## src/rtl/tx_arbiter.sv

```systemverilog
// Two-requester round-robin arbiter feeding a single-word holding register in front of
// the coax transmitter. A grant is held for a whole frame and followed by an idle gap.
//
// state  | meaning
// IDLE   | no owner; next valid request is granted
// STREAM | owner's words move through the holding register until its Last word is read
// DRAIN  | Last word handed off; waiting for the transmitter to go inactive
// GAP    | counting idle cycles (txActive low) before a new grant
module tx_arbiter #(
    parameter int GAP_CYCLES = 16
) (
    input  logic       clk,
    input  logic       reset,
    input  logic       req0Valid,
    input  logic [9:0] req0Data,
    input  logic       req0Last,
    output logic       req0Ready,
    input  logic       req1Valid,
    input  logic [9:0] req1Data,
    input  logic       req1Last,
    output logic       req1Ready,
    output logic       txDataAvailable,
    output logic [9:0] txData,
    input  logic       txRen,
    input  logic       txActive,
    output logic [1:0] grant,
    output logic       frameDone,
    output logic       underrunErr
);

    typedef enum logic [1:0] {
        IDLE   = 2'd0,
        STREAM = 2'd1,
        DRAIN  = 2'd2,
        GAP    = 2'd3
    } state_t;

    localparam logic [8:0] GAP_LEN = 9'(GAP_CYCLES);

    state_t     r_state;
    state_t     w_state_nxt;
    logic [1:0] r_grant;
    logic       r_last_grant;
    logic       r_hold_full;
    logic [9:0] r_hold_data;
    logic       r_last_captured;
    logic       r_seen_active;
    logic       r_tx_active_d;
    logic [7:0] r_gap_cnt;
    logic       r_frame_done;
    logic       r_underrun;

    logic       w_ready0;
    logic       w_ready1;
    logic       w_accept;
    logic [9:0] w_acc_data;
    logic       w_acc_last;
    logic       w_read;
    logic       w_start;
    logic       w_pick1;
    logic       w_drain_exit;
    logic [8:0] w_gap_inc;
    logic       w_frame_done_nxt;
    logic       w_underrun_nxt;

    assign w_ready0     = (r_state == STREAM) & r_grant[0] & ~r_hold_full & ~r_last_captured;
    assign w_ready1     = (r_state == STREAM) & r_grant[1] & ~r_hold_full & ~r_last_captured;
    assign w_accept     = (req0Valid & w_ready0) | (req1Valid & w_ready1);
    assign w_acc_data   = r_grant[1] ? req1Data : req0Data;
    assign w_acc_last   = r_grant[1] ? req1Last : req0Last;
    assign w_read       = txRen & r_hold_full;
    assign w_start      = (r_state == IDLE) & (req0Valid | req1Valid);
    // r_last_grant = 1 means requester 1 owned the previous frame
    assign w_pick1      = req1Valid & (~req0Valid | ~r_last_grant);
    assign w_drain_exit = (r_state == DRAIN) & r_seen_active & ~txActive;
    assign w_gap_inc    = {1'b0, r_gap_cnt} + 9'd1;

    always_ff @(posedge clk or negedge reset) begin
        if (!reset) begin
            r_state <= IDLE;
        end else begin
            r_state <= w_state_nxt;
        end
    end

    always_comb begin
        w_state_nxt      = r_state;
        w_frame_done_nxt = 1'b0;
        w_underrun_nxt   = 1'b0;
        case (r_state)
            IDLE: begin
                if (w_start) begin
                    w_state_nxt = STREAM;
                end
            end
            STREAM: begin
                if (w_read && r_last_captured) begin
                    w_state_nxt = DRAIN;
                end
                // transmitter went idle while the frame is still incomplete
                if (!r_last_captured && r_seen_active && r_tx_active_d && !txActive) begin
                    w_underrun_nxt = 1'b1;
                end
            end
            DRAIN: begin
                if (w_drain_exit) begin
                    w_frame_done_nxt = 1'b1;
                    w_state_nxt      = (GAP_LEN == 9'd0) ? IDLE : GAP;
                end
            end
            GAP: begin
                if (!txActive && (w_gap_inc == GAP_LEN)) begin
                    w_state_nxt = IDLE;
                end
            end
            default: w_state_nxt = IDLE;
        endcase
    end

    always_ff @(posedge clk or negedge reset) begin
        if (!reset) begin
            r_grant      <= 2'b00;
            r_last_grant <= 1'b1;
        end else if (w_start) begin
            r_grant      <= w_pick1 ? 2'b10 : 2'b01;
            r_last_grant <= w_pick1;
        end else if (w_drain_exit) begin
            r_grant      <= 2'b00;
        end
    end

    always_ff @(posedge clk or negedge reset) begin
        if (!reset) begin
            r_hold_full <= 1'b0;
            r_hold_data <= 10'd0;
        end else if (w_accept) begin
            r_hold_full <= 1'b1;
            r_hold_data <= w_acc_data;
        end else if (w_read) begin
            r_hold_full <= 1'b0;
        end
    end

    always_ff @(posedge clk or negedge reset) begin
        if (!reset) begin
            r_last_captured <= 1'b0;
            r_seen_active   <= 1'b0;
            r_tx_active_d   <= 1'b0;
        end else begin
            r_tx_active_d <= txActive;
            if (w_start) begin
                r_last_captured <= 1'b0;
                r_seen_active   <= 1'b0;
            end else begin
                if (w_accept && w_acc_last) begin
                    r_last_captured <= 1'b1;
                end
                if (((r_state == STREAM) || (r_state == DRAIN)) && txActive) begin
                    r_seen_active <= 1'b1;
                end
            end
        end
    end

    always_ff @(posedge clk or negedge reset) begin
        if (!reset) begin
            r_gap_cnt <= 8'd0;
        end else if (r_state == GAP) begin
            r_gap_cnt <= txActive ? 8'd0 : w_gap_inc[7:0];
        end else begin
            r_gap_cnt <= 8'd0;
        end
    end

    always_ff @(posedge clk or negedge reset) begin
        if (!reset) begin
            r_frame_done <= 1'b0;
            r_underrun   <= 1'b0;
        end else begin
            r_frame_done <= w_frame_done_nxt;
            r_underrun   <= w_underrun_nxt;
        end
    end

    assign req0Ready       = w_ready0;
    assign req1Ready       = w_ready1;
    assign txDataAvailable = r_hold_full;
    assign txData          = r_hold_data;
    assign grant           = r_grant;
    assign frameDone       = r_frame_done;
    assign underrunErr     = r_underrun;

endmodule

```

## config.mk

```make
export PLATFORM = sky130hd
export DESIGN_NAME = tx_arbiter
export DESIGN_NICKNAME = d
export VERILOG_FILES = /design/src/rtl/tx_arbiter.sv
export SDC_FILE = /design/constraint.sdc
export NUM_CORES = 1
export LEC_CHECK = 0
export CORE_MARGIN = 8
export CORE_UTILIZATION = 35
export CTS_CLUSTER_SIZE = 10
export DETAILED_ROUTE_END_ITERATION = 16
export SLEW_MARGIN = 20
export SYNTH_ARGS = -nofsm -noshare
export SYNTH_HDL_FRONTEND = slang
export SYNTH_SLANG_ARGS = --single-unit
```

## constraint.sdc

```tcl
create_clock -name clk -period 2 [get_ports clk]
set_input_delay 0.6 -clock clk [delete_from_list [all_inputs] [get_ports clk]]
set_output_delay 0.6 -clock clk [all_outputs]
set_load 0.005 [all_outputs]
```

==> flow_metrics.env <==
export IMPL_maxCapViolations=0
export IMPL_cp_start_kind="flop"
export IMPL_fillers=322
export IMPL_hold_depth=2
export IMPL_final_hold_viol_count=0
export IMPL_cts_sinks=29
export IMPL_drv_slew=0
export IMPL_cts_root_buf="clkbuf_8"
export IMPL_syn_area_um2=1370
export IMPL_max_clock_freq_mhz=523
export IMPL_via_count=1143
export IMPL_fin_nets=227
export IMPL_ioPinCount=45
export IMPL_htreeDepth=2
export IMPL_start_util=0.368
export IMPL_rsz0062_at_grt="yes"
export IMPL_tightest_slew_ns=0.373
export IMPL_n_antenna_cell=0
export IMPL_ff2ff_path_depth=7
export IMPL_power_switching_w=0.000248
export IMPL_path_class="reg2out"
export IMPL_seq_area_um2=727
export IMPL_power_frac_comb=0.078
export IMPL_synth_avg_cell_area_um2=10.4
export IMPL_netlist_area_leader_share=0.512
export IMPL_cts_clk_slew_worst_paths_ns=0.06
export IMPL_ys_seq_area_frac=0.531
export IMPL_internal_power_w=0.000889
export IMPL_rr_endpoint="r_state[1]"
export IMPL_synth_top_area_cell="dfrtp_1"
export IMPL_drt_pass1_iter_count=4
export IMPL_crit_fanout=3
export IMPL_tritoncts="built"
export IMPL_grt_pass1_wl_um=5930
export IMPL_netlist_instances=132
export IMPL_synth_common_cells="dfrtp_1 (28), nor2_1 (22), a21oi_1 (16), mux2i_1 (11)"
export IMPL_drive_gt1_frac=0.164
export IMPL_peakVddDrop_mv=0.330
export IMPL_area_growth_pct=51.6
export IMPL_synth_edff_count=0
export IMPL_multi_input_area_um2=619
export IMPL_place_gp_congestion=0.789
export IMPL_min_delay_start="r_seen_active"
export IMPL_die_area_um2=6170
export IMPL_layout_setup_ws_ns=0.0872
export IMPL_p_per_area_nw_per_um2=548
export IMPL_synth_distinct_cells=29
export IMPL_gr_total_overflow=0
export IMPL_clk_latency_ns=0.28
export IMPL_wl_per_cell_um=14.1
export IMPL_drc_errors=0
export IMPL_cp_required_ns=1.40
export IMPL_async_flop_share=1.00
export IMPL_drt_initial_drc_count=53
export IMPL_synth_net_count=165
export IMPL_synth_most_common_cell="dfrtp_1"
export IMPL_final_antenna_net_count=0
export IMPL_switching_share=0.218
export IMPL_status="complete, no violations"
export IMPL_p_clk_frac=0.404
export IMPL_seqPwrFrac=0.518
export IMPL_cts_buffers=5
export IMPL_hold_end="r_seen_active"
export IMPL_worst_ep_arrival_time_ns=1.31
export IMPL_r2r_setup_slack_ns=0.18
export IMPL_ys_ff_latch=29
export IMPL_grt_max_degree=30
export IMPL_setup_viol=0
export IMPL_cp_end_kind="output pin"
export IMPL_grt_antenna_before_repair=0
export IMPL_synth_main_ff_cell="dfrtp_1"
export IMPL_port_buffers=44
export IMPL_coreArea_um2=3720
export IMPL_die_height_um=78.5
export IMPL_grt_pass1_vias=1242
export IMPL_ys_warnings_count=0
export IMPL_fin_crit_sh=0.956
export IMPL_min_path_type="reg2reg"
export IMPL_num_rows=22
export IMPL_wl_um=3440
export IMPL_via_per_inst=4.70
export IMPL_skew_ns=0.00507
export IMPL_timing_rr_start="r_state[1]"
export IMPL_p_total_w=0.00114
export IMPL_relSlewSlack=0.751
export IMPL_synthTopCellsByArea="dfrtp_1 (51%), mux2i_1 (8.0%), nor2_1 (6.0%)"
export IMPL_place_ws_ns=-0.169
export IMPL_clockBufferDepth=2
export IMPL_grt_use_total=0.120
export IMPL_leakagePower_nw=0.942
export IMPL_hold_buffers=0
export IMPL_place_hpwl_um=2680
export IMPL_die_x_um=78.5
export IMPL_period_needed_ns=1.91
-- repair_timing --
action	CTS	global route
setup endpoints to repair	2	1
pin swaps	2	0
gates resized for setup	13	0
setup buffers	2	0
-- placed cells by master (no fill, tap or decap), types with 2 or more instances in the layout --
| master | synthesis | layout |
|---|---|---|
| nand2_1 | 6 | 6 |
| dfrtp_1 | 28 | 28 |
| clkinv_2 | 0 | 2 |
| and4b_1 | 2 | 2 |
| nor2_1 | 22 | 22 |
| xor2_1 | 4 | 4 |
| nand3_1 | 6 | 6 |
| ha_1 | 5 | 4 |
| xnor2_1 | 2 | 2 |
| mux2i_1 | 11 | 11 |
| buf_4 | 0 | 15 |
| inv_1 | 6 | 5 |
| clkbuf_8 | 0 | 5 |
| nor2b_1 | 2 | 2 |
| buf_2 | 4 | 2 |
| a21oi_1 | 16 | 16 |
| clkdlybuf4s50_1 | 0 | 42 |
| and3_1 | 2 | 2 |
| and2_1 | 2 | 2 |
-- critical path, cell delays in order (launching register included) --
cell and delay [ns]:
dfrtp_1 0.39, inv_2 0.08, ha_4 0.13, nor3b_4 0.18, and2_1 0.14, buf_2 0.11
-- stage by stage --
| stage | instance area [µm²] | instances | setup TNS (ns) | utilization | hold WS (ns) |
|---|---|---|---|---|---|
| global placement | 1960 | 233 | -0.408 | 0.528 | 0.478 |
| CTS | 2070 | 243 | 0 | 0.558 | 0.498 |
| detailed placement | 1960 | 233 | -0.593 | 0.528 | 0.489 |
| finish | 2070 | 243 | 0 | 0.558 | 0.492 |
| global route | 2070 | 243 | -0.00228 | 0.558 | 0.532 |
| floorplan | 1370 | 132 | 0 | - | 0.304 |
-- kinds of logic after synthesis --
| family | synth area share |
|---|---|
| AO/OA/AOI/OAI | 0.0905 |
| adder cells (fa/ha/maj) | 0.0457 |
| AND/OR/NAND/NOR | 0.161 |
| buffers and inverters | 0.0338 |
| multiplexers | 0.0996 |
| XOR/XNOR | 0.0384 |
| flip-flops | 0.531 |
-- state kept, by name, summed over array words and instances (netlist names) --
signal	flops
frameDone	1
r_last_grant	1
underrunErr	1
txData	10
txDataAvailable	1
grant	2
r_tx_active_d	1
r_last_captured	1
r_seen_active	1
r_state	2
r_gap_cnt	8
-- worst max-delay path by stage --
stage / from / endpoint / slack (ns) / cells after the start
4_1_cts: r_state[1] / req1Ready / 0.08 / 5
3_3_place_gp: txActive / r_state[1] / -0.1 / 6
2_1_floorplan: r_state[1] / req0Ready / 0.40 / 4
6_report: r_state[1] / req1Ready / 0.09 / 5
5_1_grt: r_state[1] / req1Ready / -0.002 / 5
3_5_place_dp: r_state[1] / req0Ready / -0.17 / 5
-- per-layer routing --
metal | up-vias | GRT usage | wire (µm)
met5 | - | 0 | 0
met4 | 0 | 0.0444 | 38
met3 | 6 | 0.0558 | 279
met2 | 40 | 0.193 | 1580
met1 | 528 | 0.137 | 1540
li1 | 569 | - | -
-- final cells by class --
cell class | instances | share of cell area
clock buffer | 6 | 0.0350
clock inverter | 2 | 0.00483
inverter | 6 | 0.0109
multi-input combinational | 92 | 0.299
sequential | 29 | 0.350
tap | 48 | 0.0290
timing repair buffer | 60 | 0.271
-- power by group through the flow --
stage	sequential [W]	combinational [W]	clock, W
2_1_floorplan	0.000600	0.0000107	0
3_3_place_gp	0.000600	0.0000885	0
3_5_place_dp	0.000600	0.0000901	0
4_1_cts	0.000589	0.0000906	0.000475
5_1_grt	0.000589	0.0000969	0.000502
6_report	0.000589	0.0000887	0.000459
Power figures use the tool's default switching activity.
==> edit: new RTL, config.mk and constraints unchanged <==
The output `underrunErr` loses its register stage (`r_underrun` becomes a continuous assignment).
--- a/src/rtl/tx_arbiter.sv
+++ b/src/rtl/tx_arbiter.sv
@@ -176,10 +176,10 @@
         if (!reset) begin
             r_frame_done <= 1'b0;
-            r_underrun   <= 1'b0;
         end else begin
             r_frame_done <= w_frame_done_nxt;
-            r_underrun   <= w_underrun_nxt;
         end
     end
+
+    assign r_underrun = w_underrun_nxt;
 
     assign req0Ready       = w_ready0;
Check against the original RTL: not equivalent (Yosys sat finds a counterexample within 4 cycles, from zero or initial values and one cycle with reset low).
==> edit against the unedited design <==
Sequential cell count decreased by 1. Sequential power decreased by 3.7%. Synthesized cell count fell by 0.76%. Routed wire length fell by 2.8%. Power shrank 3.3%. Cell area fell by 2.1%. Worst setup slack gained 0.0015 ns. Synthesized area is 1.8% lower. Cell count fell by 2.1%. Critical path type is now input pin to output port.
==> edit: results (changes against the unedited design) <==
DR iter-0 viols 37 (was 53); dpl ws -0.5191 ns (was -0.1687 ns); share of post-route cells with drive strength above 1 0.1579 (was 0.1641); synth cell count leaders dfrtp_1, nor2_1, a21oi_1, mux2i_1 (unchanged); Least-Margin Pin Slew 0.3536 ns (was 0.3734 ns); Fill cells 314 (was 322); Worst Clk Skew 0.004121 ns (was 0.005067 ns); Switching Share 0.1866 (was 0.2184); Period minus WS final 1.911 ns (was 1.913 ns); Nets 224 (was 227); status completed (unchanged); Via density 4.714 (was 4.704); largest net degree at the start of global routing 29 (was 30); Worst-path clk slew 0.09 ns (was 0.06 ns); vias in the first global route 1,218 (was 1,242); slowest cell delay on critical path 0.24 ns (was 0.39 ns); Mapped Nets 164 (was 165); GRT Util Overall 0.1136 (was 0.1202); worst setup path endpoint underrunErr (was req1Ready); first-pass GRT wire length 5733 um (was 5927 um); CP startpoint txActive (was r_state[1]); synth top area cells dfrtp_1, mux2i_1, nor2_1, a21oi_1, ha_1 (unchanged); Max VDD drop 273.4 uV (was 330.4 uV); Combinational Power Share 0.080 (was 0.078); CP Max Fanout 2 (was 3); CTS buffer count 3 (was 5); routed wire length 3343 um (was 3438 um); Placer Congestion 0.7969 (was 0.7893); Worst path slowest cell dlygate4sd2_1 (was dfrtp_1); overall power 0.001100 W (was 0.001138 W); post-DP HPWL 2604 um (was 2679 um); H-tree depth 1 (was 2); Crit path max-delay family buffers and inverters (was flip-flops); Leakage 0.9222 nW (was 0.9422 nW)
## edit: per-stage QoR
step / instances / setup TNS (ns) / area, um^2 / hold WS (ns)
after floorplan: 131 / 0 / 1344 / 0.3044
after global placement: 233 / -1.247 / 1946 / 0.4821
after detailed placement: 233 / -1.412 / 1946 / 0.4991
after CTS: 238 / 0 / 2032 / 0.5221
after global routing: 238 / 0 / 2032 / 0.5340
final: 238 / 0 / 2032 / 0.5088
## edit: logic make-up after synthesis
| group | after synthesis | synth area share |
|---|---|---|
| flops | 28 | 0.5224 |
| compound gates | 22 | 0.09218 |
| fa+ha+maj | 5 | 0.04655 |
| buf+inv | 11 | 0.03445 |
| xor+xnor | 6 | 0.03911 |
| simple gates | 46 | 0.1639 |
| mux | 13 | 0.1015 |
## edit: layer usage
layer / global-route usage / up-vias / routed length, um
li1: - / 563 / -
met3: 0.03571 / 3 / 246
met5: 0 / - / 0
met1: 0.1368 / 525 / 1473
met4: 0.03333 / 0 / 32
met2: 0.1896 / 31 / 1590
## edit: worst register-to-register path, stage by stage (launching register included)
cell and delay, ns:
dfrtp_1 0.37, inv_2 0.06, buf_4 0.12, buf_4 0.12
ha_1 0.24, a222oi_1 0.35, nand2_1 0.14, mux2_4 0.32
## edit: cell type report
type | instances | area, um^2 | area share
well taps | 48 | 60.06 | 0.02956
multi-input cells | 92 | 619.3 | 0.3048
clock buffers | 3 | 41.29 | 0.02032
inverters | 6 | 22.52 | 0.01108
flip-flops and latches | 28 | 701.9 | 0.3454
clock inverters | 1 | 30.03 | 0.01478
repair buffers | 60 | 556.8 | 0.2740
## edit: timing repair
| action | in CTS | in global routing |
|---|---|---|
| buffers inserted | 1 | 0 |
| endpoints found under the hold margin | 0 | 0 |
| gates resized for setup | 18 | 0 |
| setup endpoints to repair | 3 | 0 |
